`src/rtl/imem_prog_ctrl.sv`:
```
// imem_prog_ctrl: shares the instruction-memory port between core fetch (RUN)
// and a byte-stream programmer (LOAD). In LOAD the core is stalled, header byte
// N gives the word count, then 4*N little-endian bytes are packed into words
// written from word 0 upward, and a one-cycle core reset restarts fetch at PC 0.
module imem_prog_ctrl #(
    parameter int unsigned ADDR_W    = 5,
    parameter int unsigned MAX_WORDS = 32
) (
    input  logic              clk,
    input  logic              reset,
    input  logic              prog_start,
    input  logic              rx_valid,
    input  logic [7:0]        rx_data,
    output logic              rx_ready,
    input  logic [31:0]       cpu_pc,
    output logic [ADDR_W-1:0] mem_addr,
    output logic [31:0]       mem_wdata,
    output logic              mem_we,
    output logic              cpu_stall,
    output logic              cpu_rst,
    output logic              busy,
    output logic              load_ok,
    output logic              load_err,
    output logic              pc_oob
);

    typedef enum logic [2:0] {
        RUN,
        HDR,
        BYTES,
        WRITE,
        RELEASE
    } state_t;

    state_t             state;
    state_t             nxt;
    logic [ADDR_W-1:0]  ptr;
    logic [1:0]         bidx;
    logic [31:0]        assembly;
    logic [7:0]         nwords;

    logic               rx_ready_r;
    logic               we_r;
    logic               stall_r;
    logic               rst_r;
    logic               ok_r;
    logic               err_r;

    logic               handshake;
    logic               hdr_bad;
    logic               last_word;
    logic               unused_pc_lsb;

    assign handshake = rx_valid && rx_ready_r;
    assign hdr_bad   = (rx_data == 8'd0) || (32'(rx_data) > MAX_WORDS);
    assign last_word = ((32'(ptr) + 32'd1) == 32'(nwords));

    // Next-state decode; outputs are registered from this so they are Moore.
    always_comb begin
        nxt = state;
        case (state)
            RUN:     if (prog_start) nxt = HDR;
            HDR:     if (handshake) nxt = hdr_bad ? RUN : BYTES;
            BYTES:   if (handshake && bidx == 2'd3) nxt = WRITE;
            WRITE:   nxt = last_word ? RELEASE : BYTES;
            RELEASE: nxt = RUN;
            default: nxt = RUN;
        endcase
    end

    // State, datapath and registered outputs.
    always_ff @(posedge clk or posedge reset) begin
        if (reset) begin
            state      <= RUN;
            ptr        <= '0;
            bidx       <= '0;
            assembly   <= '0;
            nwords     <= '0;
            rx_ready_r <= 1'b0;
            we_r       <= 1'b0;
            stall_r    <= 1'b0;
            rst_r      <= 1'b0;
            ok_r       <= 1'b0;
            err_r      <= 1'b0;
        end else begin
            state      <= nxt;
            rx_ready_r <= (nxt == HDR) || (nxt == BYTES);
            we_r       <= (nxt == WRITE);
            stall_r    <= (nxt != RUN);
            rst_r      <= (nxt == RELEASE);
            case (state)
                RUN: begin
                    if (prog_start) begin
                        ok_r  <= 1'b0;
                        err_r <= 1'b0;
                        ptr   <= '0;
                        bidx  <= '0;
                    end
                end
                HDR: begin
                    if (handshake) begin
                        if (hdr_bad) err_r  <= 1'b1;
                        else         nwords <= rx_data;
                    end
                end
                BYTES: begin
                    if (handshake) begin
                        assembly[{bidx, 3'b000} +: 8] <= rx_data;
                        bidx <= bidx + 2'd1;
                    end
                end
                WRITE: begin
                    ptr  <= ptr + ADDR_W'(1);
                    bidx <= '0;
                end
                RELEASE: ok_r <= 1'b1;
                default: ;
            endcase
        end
    end

    // Port arbitration: fetch owns the address in RUN, the write pointer otherwise.
    always_comb begin
        mem_addr = (state == RUN) ? cpu_pc[ADDR_W+1:2] : ptr;
    end

    assign unused_pc_lsb = ^cpu_pc[1:0];
    assign pc_oob        = |cpu_pc[31:ADDR_W+2];
    assign mem_wdata     = assembly;
    assign mem_we        = we_r;
    assign rx_ready      = rx_ready_r;
    assign cpu_stall     = stall_r;
    assign busy          = stall_r;
    assign cpu_rst       = rst_r;
    assign load_ok       = ok_r;
    assign load_err      = err_r;

endmodule

```
`config.mk`:
```
export PLATFORM = sky130hd
export DESIGN_NAME = imem_prog_ctrl
export DESIGN_NICKNAME = d
export VERILOG_FILES = /design/src/rtl/imem_prog_ctrl.sv
export SDC_FILE = /design/constraint.sdc
export NUM_CORES = 1
export LEC_CHECK = 0
export BUFFER_PORTS_ARGS = -buffer_cell sky130_fd_sc_hd__clkbuf_2
export CAP_MARGIN = 5
export CORE_MARGIN = 2
export CORE_UTILIZATION = 42
export DETAILED_ROUTE_END_ITERATION = 16
export HOLD_SLACK_MARGIN = 0.08
export PLACE_DENSITY = 0.68
export SETUP_SLACK_MARGIN = 0.15
export SLEW_MARGIN = 20
export SYNTH_ARGS = -nofsm -noshare
export SYNTH_HDL_FRONTEND = slang
export SYNTH_SLANG_ARGS = --single-unit
```
`constraint.sdc`:
```
create_clock -name clk -period 2.1 [get_ports clk]
set_input_delay 0.105 -clock clk [delete_from_list [all_inputs] [get_ports clk]]
set_output_delay 0.105 -clock clk [all_outputs]
set_load 0.02 [all_outputs]
```
---- Word-level counts from Yosys, hierarchy flattened ----
Cells that the tools add are included.
storage, ports and cells
  logic and storage cells ................. 69
  bits in registers ....................... 56
  output and inout bits ................... 45
  input bits .............................. 44
cells by class
  bitwise gates (word level) .............. 1
  reductions and logical operators ........ 18
  eq/ne operators ......................... 14
  add/sub/neg operators ................... 4
  shift-type cells ........................ 2
  multiplexer cells ....................... 18
  order comparisons ....................... 1
operators with widths
  kind                                                            number
  bitwise mux 32 bit                                              1
  variable shift 8 x 7 -> 32 bit (first input constant)           1
  variable part select 8 x 7 -> 32 bit                            1
  OR reduction 25 bit                                             1
  equality test 3 x 2 -> 1 bit (second input constant)            4
  two-way mux 3 bit                                               4
  case mux 3 bit (4 select lines)                                 1
  two-way mux 5 bit                                               2
  case mux 5 bit (2 select lines)                                 1
  equality test 6 x 8 -> 1 bit                                    1
  greater-than comparator 8 x 6 -> 1 bit (second input constant)  1
  logical NOT 8 bit                                               1
  inequality test 2 bit (second input constant)                   4
  negation 5 -> 7 bit                                             1
  adder 5 x 1 -> 6 bit (second input constant)                    1
  equality test 3 x 1 -> 1 bit (second input constant)            2
  equality test 3 bit (second input constant)                     2
  two-way mux 2 bit                                               3
  case mux 2 bit (3 select lines)                                 1
  AND reduction 2 bit                                             3
  AND reduction 3 bit                                             2
  nonzero test 2 bit                                              3
  nonzero test 3 bit                                              2
  adder 5 x 1 -> 5 bit (second input constant)                    1
  other kinds (9)                                                 14

---- Depth between registers and ports, before layout ----
Gate-level depths: netlist of run 1.
  depth after elaboration ................. 7
  gate-level depth with buffers ........... 6
  mapped depth without buffers ............ 6

---- Least setup slack after synthesis of run 1 ----
Ideal clock, no wire load.
  path kind ............................... reg-to-reg
  start ................................... register ptr[0]
  end ..................................... register state[1]
  setup slack ............................. 302 ps
  setup time .............................. 140 ps
  required time ........................... 1960 ps
  cell stages (with the launch flop) ...... 7
  arrival time ............................ 1658 ps
  path buffers ............................ 0
  period minus slack after synthesis ...... 1798 ps
  cells stage by stage .................... dfrtp_1 ha_1 xor2_1 a2111oi_0 nand4_1 o31ai_1 a21oi_1
on the way
  cells in the longest elaborated chain, start to end .. 4
RTL lines
  element                          line  RTL
  start, declared                  37    logic [ADDR_W-1:0] ptr;
  start signal, assigned           113   ptr <= ptr + ADDR_W'(1);
  adder 5 x 1 -> 6 bit             56    assign last_word = ((32'(ptr) + 32'd1) == 32'(nwords));
  equality test 6 x 8 -> 1 bit     56
  two-way mux 3 bit                65    WRITE: nxt = last_word ? RELEASE : BYTES;
  case mux 3 bit (4 select lines)  61    case (state)
  named net nxt[1]                 36    state_t nxt;
  end signal, assigned             86    state <= nxt;
  end, declared                    35    state_t state;
The timed path passes the listed nets, and every way through them passes these cells.
A chain may end at the register's enable or synchronous reset.

---- Final worst setup path of run 1 ----
  start ................................... register ptr[1]
  end ..................................... register state[1]
The elaborated chain is that of the path after synthesis.

==> reports/results.ini, run 1 <==
[pwr]
p_comb_share_pct=46.3
leakagePower_nw=1.67
internal-power_w=0.00249
pwr_density_cell_nw_per_um2=1280
ir_drop_uv=549
power_switching_w=0.00183
clkPwrFrac_pct=12.9
switching_share_pct=42.4
p_seq_share_pct=40.8

[cts]
cts_buffers=5
cts.sinks=56
cts_tree=built
cts_buffer_depth=2
insertion_delay_ps=300
cts.clk_slew.worst_paths_ps=90
htreeDepth=2
clockRootBuffer=clkbuf_8

[cells_and_area]
final_cells=454
fillerInstances=571
drive_above_1_share_pct=33.7
syn2layout_area_growth_pct=26.8
antennaDiodeCount=0
fin_nets=427

[logic_synthesis]
synth_cell_types=41
synth-edff-count=0
synth_seq_cells=56
syn_area_per_cell_sq_um=9.58
ys.flop_type=dfrtp_1
syn-cell-area_sq_um=2660
postSynthCellCount=278
syn_nets=328
async_flop_share_pct=100
ys_warn_count=0
seq_area_frac_synth_pct=52.6

[floorplanning]
initial_core_util_pct=42.7
io_pins=89
die-area_sq_um=7000
rows=29
die_h_um=83.6
fp.dieW_um=83.6
core_area_sq_um=6240

[route]
drcViolationCount=0
wl_per_cell_um=13.6
wl_um=6160
first_pass_iters=4
drt_iter0_markers=165
vias=2285
avgViaCountPerCell=5.03
postRouteAntennaNets=0

[sta]
finalHoldViolations=0
rsz0062_at_grt=true
whs_ps=115
max_slew_margin_pct=53.0
finalClockSkew_ps=4.49
fin_crit_ps=1850
setup_violations=0
fmax_ghz=0.540
tightestPinTransition_ps=705
period_share_pct=88.1
fin_setup_tns_ps=0
final_max_slew_viol_count=0

[critical_path]
startpoint_type=flop
cp.arrival_ps=2030
required_ps=2280
cp_max_fo=4
regToRegSetupSlack_ps=250
end_kind=flop
crit_chain=ha_1, xor2_1, a2111oi_2, nand4_1, o31ai_1, a21oi_1
r2r_end=state[1]
slowest_delay_ps=430
timing.rr.start=ptr[1]
rr_worst_depth=6
critical_path_class=flop to flop
crit_slowest_cell=dfrtp_1

[grt]
grt_pass1_wl_um=10300
antenna_found_initial=0
overflow=0
grt_max_degree=57
grt_pass1_vias=2255
grt_usage_pct=18.2

[hold_path]
min_path_cells=3
hold_class=input port to flop
hold_end=mem_wdata[19]
hp-start=rx_data[3]

[placed_design]
dpl.cell_count=445
placement.io_buffers=86
dp_hpwl_um=4510
place_congestion=0.834

[run_status]
status=finished, final reports clean

[job]
cap_violations=0

==> synthesized netlist by cell type, drive strengths merged (2+ instances only) <==
master  instances  area share [%]
clkbuf          7            0.99
xnor2           2            0.66
and2            3            0.70
nand3           7             1.5
o31ai           2            0.56
nor2b           2            0.47
dfrtp          56              53
nand2          76              11
nor3b           3            0.85
mux2           12             5.4
nor3            5             1.1
xor2            4             1.3
nand4           3            0.70
nand2b          2            0.47
a22o            2            0.66
o21ai          41             7.7
inv             7            0.99
a21oi           4            0.75
buf             4            0.85
or4             2            0.56
nor2            9             1.3
nor4            7             1.9
ha              6             2.8
==> routing by layer <==
layer  track usage [%]  vias to the layer above  routed length (um)
met5                 0                        -                   0
met4              5.57                        0                  82
met3              3.76                        9                 284
met2              29.2                       64                2940
met1              24.8                     1064                2850
li1                  -                     1148                   -
==> final cells by class <==
class / count / area [sq um] / share of cell area (%)
tap: 77 / 96.3 / 2.85
multi-input combinational: 204 / 1210 / 36.0
inverter: 7 / 26.3 / 0.778
timing repair buffer: 103 / 561 / 16.6
sequential: 56 / 1400 / 41.5
clock inverter: 1 / 5.00 / 0.148
clock buffer: 6 / 72.6 / 2.15
==> cell families after synthesis <==
kind of cell    after synthesis  synth area share, %
flops                        56                 52.6
xor+xnor                      7                 2.87
mux                          13                 5.73
compound gates               53                 10.9
buf+inv                      18                 2.82
simple gates                125                 22.3
fa+ha+maj                     6                 2.82
==> power by group through the flow <==
stage	clock network [W]	logic [W]	registers, W
2_1_floorplan	0	0.000945	0.00209
3_3_place_gp	0	0.00192	0.00177
3_5_place_dp	0	0.00196	0.00178
4_1_cts	0.000574	0.00197	0.00176
5_1_grt	0.000614	0.00220	0.00182
6_report	0.000554	0.00200	0.00176
==> cells in the final DEF (no fill, tap or decap), types with 2 or more instances in the layout <==
| cell | count |
|---|---|
| clkbuf_2 | 86 |
| buf_4 | 16 |
| mux2_1 | 4 |
| o31ai_1 | 2 |
| xnor2_1 | 2 |
| a22o_1 | 2 |
| xor2_1 | 4 |
| nand2_1 | 75 |
| nand4_1 | 3 |
| nor2b_1 | 2 |
| nand2b_1 | 2 |
| a21oi_1 | 4 |
| ha_1 | 6 |
| dfrtp_1 | 56 |
| nor4_1 | 6 |
| and2_1 | 3 |
| mux2_2 | 6 |
| nor3_1 | 3 |
| nand3_1 | 6 |
| nor3b_1 | 3 |
| or4_1 | 2 |
| nor3_2 | 2 |
| nor2_1 | 9 |
| clkbuf_8 | 5 |
| inv_1 | 6 |
| mux2_4 | 2 |
| o21ai_0 | 41 |
==> critical path: cells and delay by family, from the launching register on <==
family          cells  cell delay, ps
flops               1             430
xor+xnor            1             180
fa+ha+maj           1             320
compound gates      3             570
simple gates        1             230
==> worst max path at each step <==
stage | slack [ps] | start | endpoint | depth (start not counted)
finish | 250 | ptr[1] | state[1] | 6
global route | 120 | ptr[1] | rx_ready | 6
CTS | 120 | ptr[1] | state[1] | 6
detailed placement | 130 | ptr[1] | rx_ready | 6
global placement | 230 | ptr[1] | rx_ready | 6
floorplan | 300 | ptr[0] | state[1] | 6
==> sequential cells by signal, summed over array words and instances, names as in the netlist <==
register   flops
rx_ready       1
load_err       1
bidx           2
state          3
mem_we         1
load_ok        1
cpu_rst        1
mem_wdata     32
ptr            5
nwords         8
busy           1
==> metrics by stage <==
| step | setup slack, ps | utilization (%) | total power (W) | area [sq um] |
|---|---|---|---|---|
| floorplan | 302 | - | 0.00303 | 2660 |
| global placement | 229 | 52.1 | 0.00369 | 3250 |
| detailed placement | 128 | 52.1 | 0.00374 | 3250 |
| CTS | 125 | 53.6 | 0.00431 | 3350 |
| global route | 118 | 54.1 | 0.00463 | 3380 |
| finish | 250 | 54.1 | 0.00431 | 3380 |
==> what timing repair did <==
| item | in CTS | in global routing |
|---|---|---|
| resized for setup | 1 | 5 |
| cloned | 0 | 0 |
| hold buffers | 1 | 0 |
| endpoints found under the setup margin | 1 | 19 |
| buffers inserted | 0 | 1 |
| endpoints found under the hold margin | 56 | 0 |
| pin swaps | 0 | 2 |
(Power assumes the default switching activity.)
==> inputs of run 2 (changes only) <==
CTS_BUF_LIST = sky130_fd_sc_hd__clkbuf_8   (was default)
==> reports/results.ini, run 2 (same netlist as run 1, synthesis figures left out) <==
[run_status]
status=finished, final reports clean

[route]
drcViolationCount=0  ; unchanged
wl_per_cell_um=13.6  ; +0.41%
first_pass_iters=4  ; unchanged
wl_um=6180  ; +0.41%
avgViaCountPerCell=5.03  ; about the same
drt_iter0_markers=165  ; unchanged
postRouteAntennaNets=0  ; unchanged
vias=2284  ; -0.044%

[sta]
final_max_slew_viol_count=0  ; unchanged
rsz0062_at_grt=true
period_share_pct=88.0  ; about the same
fin_crit_ps=1850  ; -1.64 ps
setup_violations=0  ; unchanged
finalClockSkew_ps=6.93  ; +2.44 ps
fmax_ghz=0.541  ; about the same
finalHoldViolations=0  ; unchanged
fin_setup_tns_ps=0  ; unchanged
max_slew_margin_pct=52.9  ; -0.18 points
tightestPinTransition_ps=707  ; +2.63 ps

[cells_and_area]
mostFrequentLayoutCell=clkbuf_2
syn2layout_area_growth_pct=26.8  ; unchanged
final_cell_mix=clkbuf_2, nand2_1, dfrtp_1
fin_nets=427  ; unchanged
final_cells=454  ; unchanged
largest_reg_flops=32  ; unchanged
drive_above_1_share_pct=33.7  ; unchanged
fillerInstances=571  ; unchanged
antennaDiodeCount=0  ; unchanged

[grt]
antenna_found_initial=0  ; unchanged
grt_pass1_wl_um=10300  ; unchanged
overflow=0  ; unchanged
grt_max_degree=57  ; unchanged
grt_usage_pct=18.2  ; unchanged
grt_pass1_vias=2255  ; unchanged

[job]
cap_violations=0  ; unchanged

[pwr]
leakagePower_nw=1.68  ; +0.25%
power_switching_w=0.00183  ; +0.13%
pwr_density_cell_nw_per_um2=1280  ; about the same
p_seq_share_pct=40.9  ; about the same
clkPwrFrac_pct=12.8  ; about the same
switching_share_pct=42.5  ; +0.080 points
p_comb_share_pct=46.3  ; about the same
ir_drop_uv=550  ; +0.13%
internal-power_w=0.00248  ; -0.20%

[critical_path]
required_ps=2280  ; about the same
critical_path_class=flop to flop
end_kind=flop
crit_chain=ha_1, xor2_1, a2111oi_2, nand4_1, o31ai_1, a21oi_1
crit_slowest_cell=dfrtp_1
cp.arrival_ps=2030  ; about the same
startpoint_type=flop
cp_max_fo=4  ; unchanged
slowest_delay_ps=430  ; about the same
worst-path-buf-inv=0  ; unchanged
crit_family=compound AO/OA/AOI/OAI gates

[cts]
insertion_delay_ps=310  ; about the same
cts.clk_slew.worst_paths_ps=90  ; about the same
cts_tree=built
clockRootBuffer=clkbuf_8
cts_buffers=5  ; unchanged
htreeDepth=2  ; unchanged
cts.sinks=56  ; unchanged
cts_buffer_depth=2  ; unchanged

[floorplanning]
die-area_sq_um=7000  ; unchanged
rows=29  ; unchanged
core_area_sq_um=6240  ; unchanged
die_h_um=83.6  ; unchanged
initial_core_util_pct=42.7  ; unchanged
fp.dieW_um=83.6  ; unchanged
io_pins=89  ; unchanged

[hold_path]
hold_class=input port to flop

[placed_design]
place_congestion=0.834  ; unchanged
dpl.cell_count=445  ; unchanged
placement.io_buffers=86  ; unchanged
dp_hpwl_um=4510  ; unchanged

[run 2: cell type report]
cell class                      count  area, sq um  share of cell area, %
Tap cell                           77         96.3                   2.85
Clock inverter                      2         8.76                  0.259
Timing Repair Buffer              103          561                   16.6
Inverter                            7         26.3                  0.778
Clock buffer                        5         68.8                   2.04
Multi-Input combinational cell    204         1210                   36.0
Sequential cell                    56         1400                   41.5
[run 2: power groups by stage]
stage,Combinational (W),Clock [W],Sequential (W)
5_1_grt,0.00220,0.000610,0.00182
3_5_place_dp,0.00196,0,0.00178
6_report,0.00200,0.000553,0.00176
4_1_cts,0.00197,0.000569,0.00176
3_3_place_gp,0.00192,0,0.00177
2_1_floorplan,0.000945,0,0.00209
[run 2: worst register-to-register path: cells and delay by family, from the launching register on]
kind / cells / cell delay, ps
AND/OR/NAND/NOR: 1 / 230
XOR/XNOR: 1 / 180
adder cells (fa/ha/maj): 1 / 320
AO/OA/AOI/OAI: 3 / 570
flip-flops: 1 / 430
[run 2: through the flow]
| stage | utilization [%] | cell area, sq um | setup slack (ps) | hold slack, ps | power (W) |
|---|---|---|---|---|---|
| 5_1_grt | 54.1 | 3380 | 118 | 127 | 0.00463 |
| 2_1_floorplan | - | 2660 | 302 | 237 | 0.00303 |
| 3_3_place_gp | 52.1 | 3250 | 229 | 329 | 0.00369 |
| 4_1_cts | 53.6 | 3350 | 125 | 108 | 0.00430 |
| 6_report | 54.1 | 3380 | 251 | 113 | 0.00431 |
| 3_5_place_dp | 52.1 | 3250 | 128 | 330 | 0.00374 |
[run 2: routing by layer]
layer / track usage [%] / routed length, um / vias up
met5: 0 / 0 / -
met4: 5.57 / 100 / 0
met3: 3.76 / 260 / 11
met2: 29.2 / 2940 / 63
met1: 24.8 / 2880 / 1062
li1: - / - / 1148
[run 2: path summary, 6_finish.rpt]
path	from	end	slack, ps	depth (start not counted)
max in group asynchronous	reset	bidx[1]	1110	4
min in group asynchronous	reset	mem_wdata[29]	520	4
hold reg to reg	mem_wdata[19]	mem_wdata[19]	490	2
setup reg to reg	ptr[1]	state[1]	250	6
setup / recovery	ptr[1]	state[1]	250	6
hold / removal	rx_data[3]	mem_wdata[19]	110	3
[run 2: what timing repair did]
item,in CTS,in global routing
endpoints found under the setup margin,1,19
gates resized for setup,1,5
gates cloned,0,0
buffers inserted,0,1
hold buffers,1,0
endpoints found under the hold margin,56,0
pin swaps,0,2
==> inputs of run 3 (changes only) <==
BUFFER_PORTS_ARGS = default   (was -buffer_cell sky130_fd_sc_hd__clkbuf_2)
DONT_BUFFER_PORTS = 1   (was default)
PLACE_DENSITY = default   (was 0.68)
==> reports/results.ini, run 3 (same netlist as run 1, synthesis figures left out) <==
[sta]
setup_violations=0  ; unchanged
fin_crit_ps=1890  ; +42.8 ps
postLayoutSetupSlackWorst_ps=209  ; -42.8 ps
rsz0062_at_grt=true
fmax_ghz=0.529  ; -2.3%
whs_ps=89.4  ; -23.1 ps
tightestPinTransition_ps=710  ; +2.74 ps
final_max_slew_viol_count=0  ; unchanged
finalHoldViolations=0  ; unchanged
finalClockSkew_ps=7.88  ; +0.949 ps
max_slew_margin_pct=52.6  ; -0.25 points
period_share_pct=90.1  ; +2.0 points

[cells_and_area]
mostFrequentLayoutCell=nand2_1
antennaDiodeCount=0  ; unchanged
largest_reg_flops=32  ; unchanged
fillerInstances=627  ; +9.8%
drive_above_1_share_pct=14.0  ; -20 points
syn2layout_area_growth_pct=14.9
final_cell_mix=nand2_1, dfrtp_1, o21ai_0
fin_nets=349  ; -18%

[pwr]
clkPwrFrac_pct=15.3  ; +2.5 points
p_comb_share_pct=30.5  ; -16 points
p_seq_share_pct=54.2  ; +13 points
ir_drop_uv=548  ; -0.31%
switching_share_pct=43.6  ; +1.2 points
leakagePower_nw=1.34  ; -20%
pwr_density_cell_nw_per_um2=1330  ; +4.0%
internal-power_w=0.00229  ; -7.7%
power_switching_w=0.00177  ; -3.1%

[placed_design]
post-place-ws_ps=128  ; +0.0340 ps
placement.io_buffers=0  ; -100%
dp_hpwl_um=4370  ; -3.1%
place_congestion=0.832  ; -0.25%

[cts]
htreeDepth=2  ; unchanged
cts_buffers=5  ; unchanged
clockRootBuffer=clkbuf_8
cts.sinks=56  ; unchanged
cts_tree=built
insertion_delay_ps=300  ; about the same
cts_buffer_depth=2  ; unchanged
cts.clk_slew.worst_paths_ps=100  ; about the same

[route]
vias=1990  ; -13%
wl_per_cell_um=16.6  ; +22%
first_pass_iters=4  ; unchanged
drcViolationCount=0  ; unchanged
avgViaCountPerCell=5.28  ; +4.9%
wl_um=6250  ; +1.1%
postRouteAntennaNets=0  ; unchanged
drt_iter0_markers=145  ; -12%

[critical_path]
end_kind=flop
crit_slowest_cell=dfrtp_1
startpoint_type=flop
regToRegSetupSlack_ps=210  ; -40 ps
cp_max_fo=10  ; +6
required_ps=2290  ; about the same
slowest_delay_ps=550  ; +120 ps
critical_path_class=flop to flop
crit_chain=inv_1, nor4_2, nand3_2, mux2_1
cp.arrival_ps=2080  ; +50 ps

[hold_path]
hold_class=input port to flop

[grt]
antenna_found_initial=0  ; unchanged
grt_max_degree=33  ; -42%
grt_usage_pct=18.4  ; +0.20 points
grt_pass1_wl_um=10200  ; -1.1%
overflow=0  ; unchanged
grt_pass1_vias=1936  ; -14%

[floorplanning]
rows=29  ; unchanged
initial_core_util_pct=42.7  ; unchanged
die-area_sq_um=7000  ; unchanged
die_h_um=83.6  ; unchanged
fp.dieW_um=83.6  ; unchanged
core_area_sq_um=6240  ; unchanged
io_pins=89  ; unchanged

[run_status]
status=finished, final reports clean

[job]
cap_violations=0  ; unchanged

==> run 3: worst paths after layout <==
| kind | startpoint | endpoint | depth (start not counted) |
|---|---|---|---|
| setup / recovery | state[0] | nwords[5] | 4 |
| setup reg to reg | state[0] | nwords[5] | 4 |
| min in group asynchronous | reset | ptr[1] | 2 |
| hold reg to reg | nwords[6] | nwords[6] | 1 |
| max in group asynchronous | reset | mem_wdata[31] | 3 |
| hold / removal | rx_data[6] | load_err | 3 |
==> run 3: final cells by class <==
class / instances / area [sq um] / share of cell area [%]
Sequential cell: 56 / 1400 / 45.8
Multi-Input combinational cell: 204 / 1220 / 39.7
Timing Repair Buffer: 25 / 225 / 7.36
Tap cell: 77 / 96.3 / 3.15
Clock buffer: 6 / 82.6 / 2.70
Inverter: 7 / 26.3 / 0.858
Clock inverter: 2 / 13.8 / 0.450
==> run 3: through the flow <==
stage          utilization [%]  cell area (sq um)  TNS (ps)  power (W)  std cells
4_1_cts                   48.4               3020         0    0.00406        375
6_report                  49.1               3060         0    0.00406        377
2_1_floorplan                -               2660         0    0.00303        278
3_3_place_gp              45.2               2820         0    0.00335        357
5_1_grt                   49.1               3060     -6.75    0.00436        377
3_5_place_dp              45.2               2820         0    0.00340        357
==> run 3: layer usage <==
layer  up-vias  share of wire [%]  global-route usage [%]
met5         -                  0                       0
met2        67                 46                    29.0
met1       925                 46                    25.0
met3         6                6.5                    4.95
met4         0                1.4                    5.28
li1        992                  -                       -
==> run 3: what timing repair did <==
item | 4_1_cts | 5_1_grt
endpoints found under the hold margin | 72 | 0
endpoints found under the setup margin | 1 | 35
pin swaps | 0 | 4
gates resized for setup | 1 | 4
buffers inserted | 0 | 2
hold buffers | 10 | 0
==> run 3: power groups by stage <==
stage / registers, W / logic [W] / clock network, W
2_1_floorplan: 0.00209 / 0.000945 / 0
3_3_place_gp: 0.00222 / 0.00113 / 0
3_5_place_dp: 0.00223 / 0.00116 / 0
4_1_cts: 0.00221 / 0.00120 / 0.000648
5_1_grt: 0.00226 / 0.00140 / 0.000695
6_report: 0.00220 / 0.00124 / 0.000623
==> run 3: critical path: cells and delay by family (launching register included) <==
| kind | cells | cell delay (ps) |
|---|---|---|
| AND/OR/NAND/NOR | 2 | 710 |
| flip-flops | 1 | 550 |
| multiplexers | 1 | 370 |
| buffers and inverters | 1 | 150 |
